==> src/rtl/tcm_port_arbiter.sv <==
// ----------------------------------------------------------------------------
// tcm_port_arbiter
//
// Shares one synchronous single-port TCM RAM between the CPU data port and an
// AXI4-Lite slave (separate write and read channels). At most one requester is
// granted per cycle; the grant drives the RAM port combinationally and the
// completion (cpu ack, AXI B, AXI R) appears one cycle later.
//
// Ports
//   clk_i, rst_i                 clock, asynchronous active-high reset
//   cpu_req_i/cpu_wr_i           CPU request, write when cpu_wr_i
//   cpu_addr_i/wdata_i/wstrb_i   CPU byte address, write data, byte strobes
//   cpu_ack_o/cpu_rdata_o        one-cycle completion pulse, read data
//   axi_aw*/axi_w*/axi_b*        AXI4-Lite write address/data/response
//   axi_ar*/axi_r*               AXI4-Lite read address/data
//   ram_en_o/ram_wr_o            RAM enable, per-byte write enables
//   ram_addr_o/ram_wdata_o       RAM word address, write data
//   ram_rdata_i                  RAM read data, valid the cycle after a read
// ----------------------------------------------------------------------------
module tcm_port_arbiter #(
   parameter int ADDR_W       = 16,
   parameter int STARVE_LIMIT = 4
) (
   input  logic              clk_i,
   input  logic              rst_i,
   // CPU data port
   input  logic              cpu_req_i,
   input  logic              cpu_wr_i,
   input  logic [31:0]       cpu_addr_i,
   input  logic [31:0]       cpu_wdata_i,
   input  logic [3:0]        cpu_wstrb_i,
   output logic              cpu_ack_o,
   output logic [31:0]       cpu_rdata_o,
   // AXI4-Lite write address / data / response
   input  logic              axi_awvalid_i,
   input  logic [31:0]       axi_awaddr_i,
   output logic              axi_awready_o,
   input  logic              axi_wvalid_i,
   input  logic [31:0]       axi_wdata_i,
   input  logic [3:0]        axi_wstrb_i,
   output logic              axi_wready_o,
   output logic              axi_bvalid_o,
   input  logic              axi_bready_i,
   // AXI4-Lite read address / data
   input  logic              axi_arvalid_i,
   input  logic [31:0]       axi_araddr_i,
   output logic              axi_arready_o,
   output logic              axi_rvalid_o,
   output logic [31:0]       axi_rdata_o,
   input  logic              axi_rready_i,
   // RAM port
   output logic              ram_en_o,
   output logic [3:0]        ram_wr_o,
   output logic [ADDR_W-3:0] ram_addr_o,
   output logic [31:0]       ram_wdata_o,
   input  logic [31:0]       ram_rdata_i
);

   typedef enum logic [1:0] {
      GNT_NONE   = 2'd0,
      GNT_CPU    = 2'd1,
      GNT_AXI_WR = 2'd2,
      GNT_AXI_RD = 2'd3
   } gnt_e;

   localparam logic [3:0] STARVE_MAX = 4'(STARVE_LIMIT);

   gnt_e        gnt_s;
   logic        wr_elig_s;
   logic        rd_elig_s;
   logic        axi_elig_s;
   logic        axi_forced_s;

   logic [3:0]  starve_cnt_q, starve_cnt_d;
   logic        rr_rd_q,      rr_rd_d;      // 1: read favoured on a tie
   logic        cpu_ack_q,    cpu_ack_d;
   logic        cpu_rd_q,     cpu_rd_d;     // pending ack belongs to a read
   logic        bvalid_q,     bvalid_d;
   logic        rvalid_q,     rvalid_d;
   logic        rd_first_q,   rd_first_d;   // RAM data is on ram_rdata_i now
   logic [31:0] rdata_q,      rdata_d;

   // Address bits outside the TCM window and the byte offset are ignored.
   logic unused_addr_s;
   assign unused_addr_s = ^{cpu_addr_i[31:ADDR_W], cpu_addr_i[1:0],
                            axi_awaddr_i[31:ADDR_W], axi_awaddr_i[1:0],
                            axi_araddr_i[31:ADDR_W], axi_araddr_i[1:0]};

   // Arbitration: CPU first unless a starving AXI request is forced through.
   always_comb begin
      gnt_s        = GNT_NONE;
      wr_elig_s    = axi_awvalid_i && axi_wvalid_i && !bvalid_q;
      rd_elig_s    = axi_arvalid_i && !rvalid_q;
      axi_elig_s   = wr_elig_s || rd_elig_s;
      axi_forced_s = (starve_cnt_q == STARVE_MAX);
      if (rst_i) begin
         // No RAM access and no ready while reset is applied.
         gnt_s = GNT_NONE;
      end else if (axi_elig_s && (!cpu_req_i || axi_forced_s)) begin
         if (wr_elig_s && rd_elig_s) begin
            gnt_s = rr_rd_q ? GNT_AXI_RD : GNT_AXI_WR;
         end else if (wr_elig_s) begin
            gnt_s = GNT_AXI_WR;
         end else begin
            gnt_s = GNT_AXI_RD;
         end
      end else if (cpu_req_i) begin
         gnt_s = GNT_CPU;
      end else begin
         gnt_s = GNT_NONE;
      end
   end

   // RAM port and channel readies driven from the winner.
   always_comb begin
      ram_en_o      = 1'b0;
      ram_wr_o      = 4'b0000;
      ram_addr_o    = '0;
      ram_wdata_o   = 32'h0000_0000;
      axi_awready_o = 1'b0;
      axi_wready_o  = 1'b0;
      axi_arready_o = 1'b0;
      case (gnt_s)
         GNT_CPU: begin
            ram_en_o    = 1'b1;
            ram_wr_o    = cpu_wr_i ? cpu_wstrb_i : 4'b0000;
            ram_addr_o  = cpu_addr_i[ADDR_W-1:2];
            ram_wdata_o = cpu_wdata_i;
         end
         GNT_AXI_WR: begin
            ram_en_o      = 1'b1;
            ram_wr_o      = axi_wstrb_i;
            ram_addr_o    = axi_awaddr_i[ADDR_W-1:2];
            ram_wdata_o   = axi_wdata_i;
            axi_awready_o = 1'b1;
            axi_wready_o  = 1'b1;
         end
         GNT_AXI_RD: begin
            ram_en_o      = 1'b1;
            ram_addr_o    = axi_araddr_i[ADDR_W-1:2];
            axi_arready_o = 1'b1;
         end
         default: begin
            ram_en_o = 1'b0;
         end
      endcase
   end

   // Completion, response and fairness state for the next cycle.
   always_comb begin
      cpu_ack_d    = (gnt_s == GNT_CPU);
      cpu_rd_d     = (gnt_s == GNT_CPU) && !cpu_wr_i;
      rd_first_d   = (gnt_s == GNT_AXI_RD);
      rr_rd_d      = rr_rd_q;
      bvalid_d     = bvalid_q;
      rvalid_d     = rvalid_q;
      rdata_d      = rdata_q;
      starve_cnt_d = starve_cnt_q;

      if (gnt_s == GNT_AXI_WR) begin
         bvalid_d = 1'b1;
      end else if (axi_bready_i) begin
         bvalid_d = 1'b0;
      end else begin
         bvalid_d = bvalid_q;
      end

      if (gnt_s == GNT_AXI_RD) begin
         rvalid_d = 1'b1;
      end else if (axi_rready_i) begin
         rvalid_d = 1'b0;
      end else begin
         rvalid_d = rvalid_q;
      end

      // RAM data is only present for one cycle; keep it while R is stalled.
      if (rd_first_q) begin
         rdata_d = ram_rdata_i;
      end else begin
         rdata_d = rdata_q;
      end

      if (gnt_s == GNT_AXI_WR) begin
         rr_rd_d = 1'b1;
      end else if (gnt_s == GNT_AXI_RD) begin
         rr_rd_d = 1'b0;
      end else begin
         rr_rd_d = rr_rd_q;
      end

      if ((gnt_s == GNT_AXI_WR) || (gnt_s == GNT_AXI_RD)) begin
         starve_cnt_d = 4'd0;
      end else if (axi_elig_s && (gnt_s == GNT_CPU) && (starve_cnt_q < STARVE_MAX)) begin
         starve_cnt_d = starve_cnt_q + 4'd1;
      end else begin
         starve_cnt_d = starve_cnt_q;
      end
   end

   // State registers, cleared asynchronously by reset.
   always_ff @(posedge clk_i or posedge rst_i) begin
      if (rst_i) begin
         starve_cnt_q <= 4'd0;
         rr_rd_q      <= 1'b0;
         cpu_ack_q    <= 1'b0;
         cpu_rd_q     <= 1'b0;
         bvalid_q     <= 1'b0;
         rvalid_q     <= 1'b0;
         rd_first_q   <= 1'b0;
         rdata_q      <= 32'h0000_0000;
      end else begin
         starve_cnt_q <= starve_cnt_d;
         rr_rd_q      <= rr_rd_d;
         cpu_ack_q    <= cpu_ack_d;
         cpu_rd_q     <= cpu_rd_d;
         bvalid_q     <= bvalid_d;
         rvalid_q     <= rvalid_d;
         rd_first_q   <= rd_first_d;
         rdata_q      <= rdata_d;
      end
   end

   assign cpu_ack_o    = cpu_ack_q;
   assign cpu_rdata_o  = cpu_rd_q ? ram_rdata_i : 32'h0000_0000;
   assign axi_bvalid_o = bvalid_q;
   assign axi_rvalid_o = rvalid_q;
   assign axi_rdata_o  = rd_first_q ? ram_rdata_i : rdata_q;

endmodule

==> config.mk <==
export PLATFORM = sky130hd
export DESIGN_NAME = tcm_port_arbiter
export DESIGN_NICKNAME = d
export VERILOG_FILES = /design/src/rtl/tcm_port_arbiter.sv
export SDC_FILE = /design/constraint.sdc
export NUM_CORES = 1
export LEC_CHECK = 0
export ABC_AREA = 1
export BUFFER_PORTS_ARGS = -buffer_cell sky130_fd_sc_hd__buf_2
export CORE_AREA = 4 4 126 128
export DETAILED_ROUTE_END_ITERATION = 6
export DIE_AREA = 0 0 130 132
export PLACE_DENSITY = 0.63
export SLEW_MARGIN = 15
export SYNTH_ARGS = -nofsm -noshare
export SYNTH_HDL_FRONTEND = slang
export SYNTH_SLANG_ARGS = --single-unit
==> constraint.sdc <==
create_clock -name clk_i -period 4.9 [get_ports clk_i]
set_input_delay 0.49 -clock clk_i [delete_from_list [all_inputs] [get_ports clk_i]]
set_output_delay 0.49 -clock clk_i [all_outputs]
set_load 0.005 [all_outputs]
==> metrics.txt <==
Post-Synth XOR/XNOR Area 0; top fanout value on the critical path 36; Die Span Y 132 um; smallest setup slack after layout 1050 ps; final instance area 4690 um^2; main flop type after synthesis dfrtp_1; Core Rows 45; status completed; syn nets 628; Rel. slew slack 0.3255; period utilisation layout 0.7857; Root Buffer Master clkbuf_16; Async SR Flop Fraction 1.000; Synth Area in Simple Gates 0.2709; endpoints failing setup 0; post-CTS sizing 0; Clock Skew 3.355 ps; # diodes 0; Post-Synthesis Cells 411; vias per cell 4.060; post-route ant nets 0; cts hold-fix bufs 0; Ys Warns 0; Max Slew Vio Count 0; TritonRoute pass-1 iters 4; main area contributors after synthesis dfrtp_1 34%, nand2_1 21%, mux2_4 15%; Die ar. 17160 um^2; post-synthesis sequential area ratio 0.3433; share of post-route cells with drive strength above 1 0.4866; most common cell after layout, fill and taps aside buf_2; Critical Path Sink Type primary output; Synth Area in Compound Gates 0.06539; Power Dens Cells 329.5 nW/um^2; routed len/inst 13.82 um; largest net degree at the start of global routing 51; mux share of post-synthesis cell area 0.1545; TritonCTS clock tree yes; maximum clock rate 259.8 MHz; width of the chip 130 um; Fin. Hold Viols 0; slew of the pin with the lowest slew margin 1012 ps; adder-cell area share of the yosys netlist 0.03269; Non-Filler Instances 860; Worst setup SP type flip-flop; vias 3492; Syn-to-layout area delta 53.17%; class of the worst hold path primary input to async pin; Avg Inst Size Synth 7.449 um^2; biggest area consumer among synthesized cells dfrtp_1; Top Ports 330; Worst-Skew Late Latency 280 ps; port bufs 275; core box area 14860 um^2; VDD IR max 103.9 uV; worst setup path category flip-flop to primary output; Starting Density 0.2060; post-detail-place hpwl 10130 um; antenna violations before repair 0; vias in the first global route 3263; post-synth cell types 22; Critical Path AT 3360 ps; H-Tree Level Count 2; Power, Total 1.545 mW; Place WS 1414 ps; Post-Syn Area 3062 um^2; # nets final 889; largest family of logic cells by synthesized area simple AND/OR/NAND/NOR gates; share of Yosys cell area claimed by the top area cell type 0.3433; commonest cells after routing, fill and taps aside 275 x buf_2, 170 x nand2_1, 58 x inv_1; total track usage 0.1310; DRC 0; dpl cell area 4521 um^2; first-pass GRT wire length 17680 um; RSZ-0062 raised after global routing no; EDFF count, synth 0; DRT Wirelength 11890 um; Routability Congestion 0.8795; TritonCTS Buffers 5; worst path required time 4410 ps; GR Overflow Total 0; P_leak 2.958 nW; register bit total from synthesis 42; postcts setup bufs 0; clock tree buffer depth 2; TNS Setup 0 ps; Clock transition at path regs 60 ps; Sink Count 42; Period minus WS final 3850 ps; dpl cells 853; max_cap viols 0; 1st-iter DRT viols 89
==> registers in the layout, indices dropped and copies added (netlist names) <==
signal        count
axi_bvalid_o      1
cpu_rd_q          1
starve_cnt_q      4
axi_rvalid_o      1
rdata_q          32
cpu_ack_o         1
rr_rd_q           1
rd_first_q        1
==> Yosys cell counts, types with 2 or more instances <==
cell type	instances
dfrtp_1	42
nand2_2	2
ha_1	8
nand2_1	170
inv_1	59
a21oi_1	36
nor2_2	2
nand3_1	22
mux2_2	2
o21bai_1	2
mux2_4	30
buf_4	3
buf_12	3
nor2_1	6
buf_2	17
==> worst paths after layout <==
path                                        startpoint  cells after the start  slack, ps                          end
max                        starve_cnt_q[0]$_DFFE_PP0P_                     12       1050                  ram_wr_o[0]
min                                              rst_i                      2        120  starve_cnt_q[3]$_DFFE_PP0P_
max reg2reg                starve_cnt_q[0]$_DFFE_PP0P_                     11       2570          rr_rd_q$_DFFE_PP0N_
min reg2reg                        rr_rd_q$_DFFE_PP0N_                      2        480          rr_rd_q$_DFFE_PP0N_
max in group asynchronous                        rst_i                      3       4040         rd_first_q$_DFF_PP0_
min in group clk_i                        axi_rready_i                      2        390     axi_rvalid_o$_DFFE_PP0P_
==> logic make-up (layout without fill, tap and decap cells) <==
group,after synthesis,in the layout
compound gates,39,39
fa+ha+maj,8,8
buf+inv,85,346
flops,42,42
mux,32,32
simple gates,205,205
==> per-stage QoR <==
stage,hold slack (ps),util
CTS,115.5,0.3155
detailed placement,416.4,0.3041
global placement,418.0,0.3041
finish,116.4,0.3155
global route,129.0,0.3155
floorplan,442.5,-
==> power breakdown <==
group          switching (mW)  internal, mW
Clock                   0.120         0.251
Combinational           0.308         0.345
Sequential             0.0487         0.472
Total                   0.477          1.07
==> worst max-delay path, cell delays in order, from the launching register on <==
cell and delay, ps:
dfrtp_1 370, inv_1 70, ha_1 200, nand3_1 90
nand2_2 80, inv_1 60, nor2_1 30, nor2_1 300
inv_1 140, ha_1 300, clkinv_1 720, a21oi_1 500
buf_2 200
==> cell type report <==
class / instances / area (um^2)
flip-flops and latches: 42 / 1052
clock inverters: 1 / 30.03
well taps: 188 / 235.2
multi-input cells: 284 / 1605
fillers: 1663 / 10170
clock buffers: 6 / 138.9
repair buffers: 278 / 1399
inverters: 61 / 229.0
==> routing by layer <==
layer / vias to the layer above / track usage / wire length (um)
li1: 1775 / - / -
met1: 1512 / 0.1578 / 4669
met2: 191 / 0.2298 / 5791
met3: 14 / 0.02634 / 1132
met4: 0 / 0.04446 / 294
met5: - / 0 / 0
Note: power is estimated with default switching activity, not from simulation.
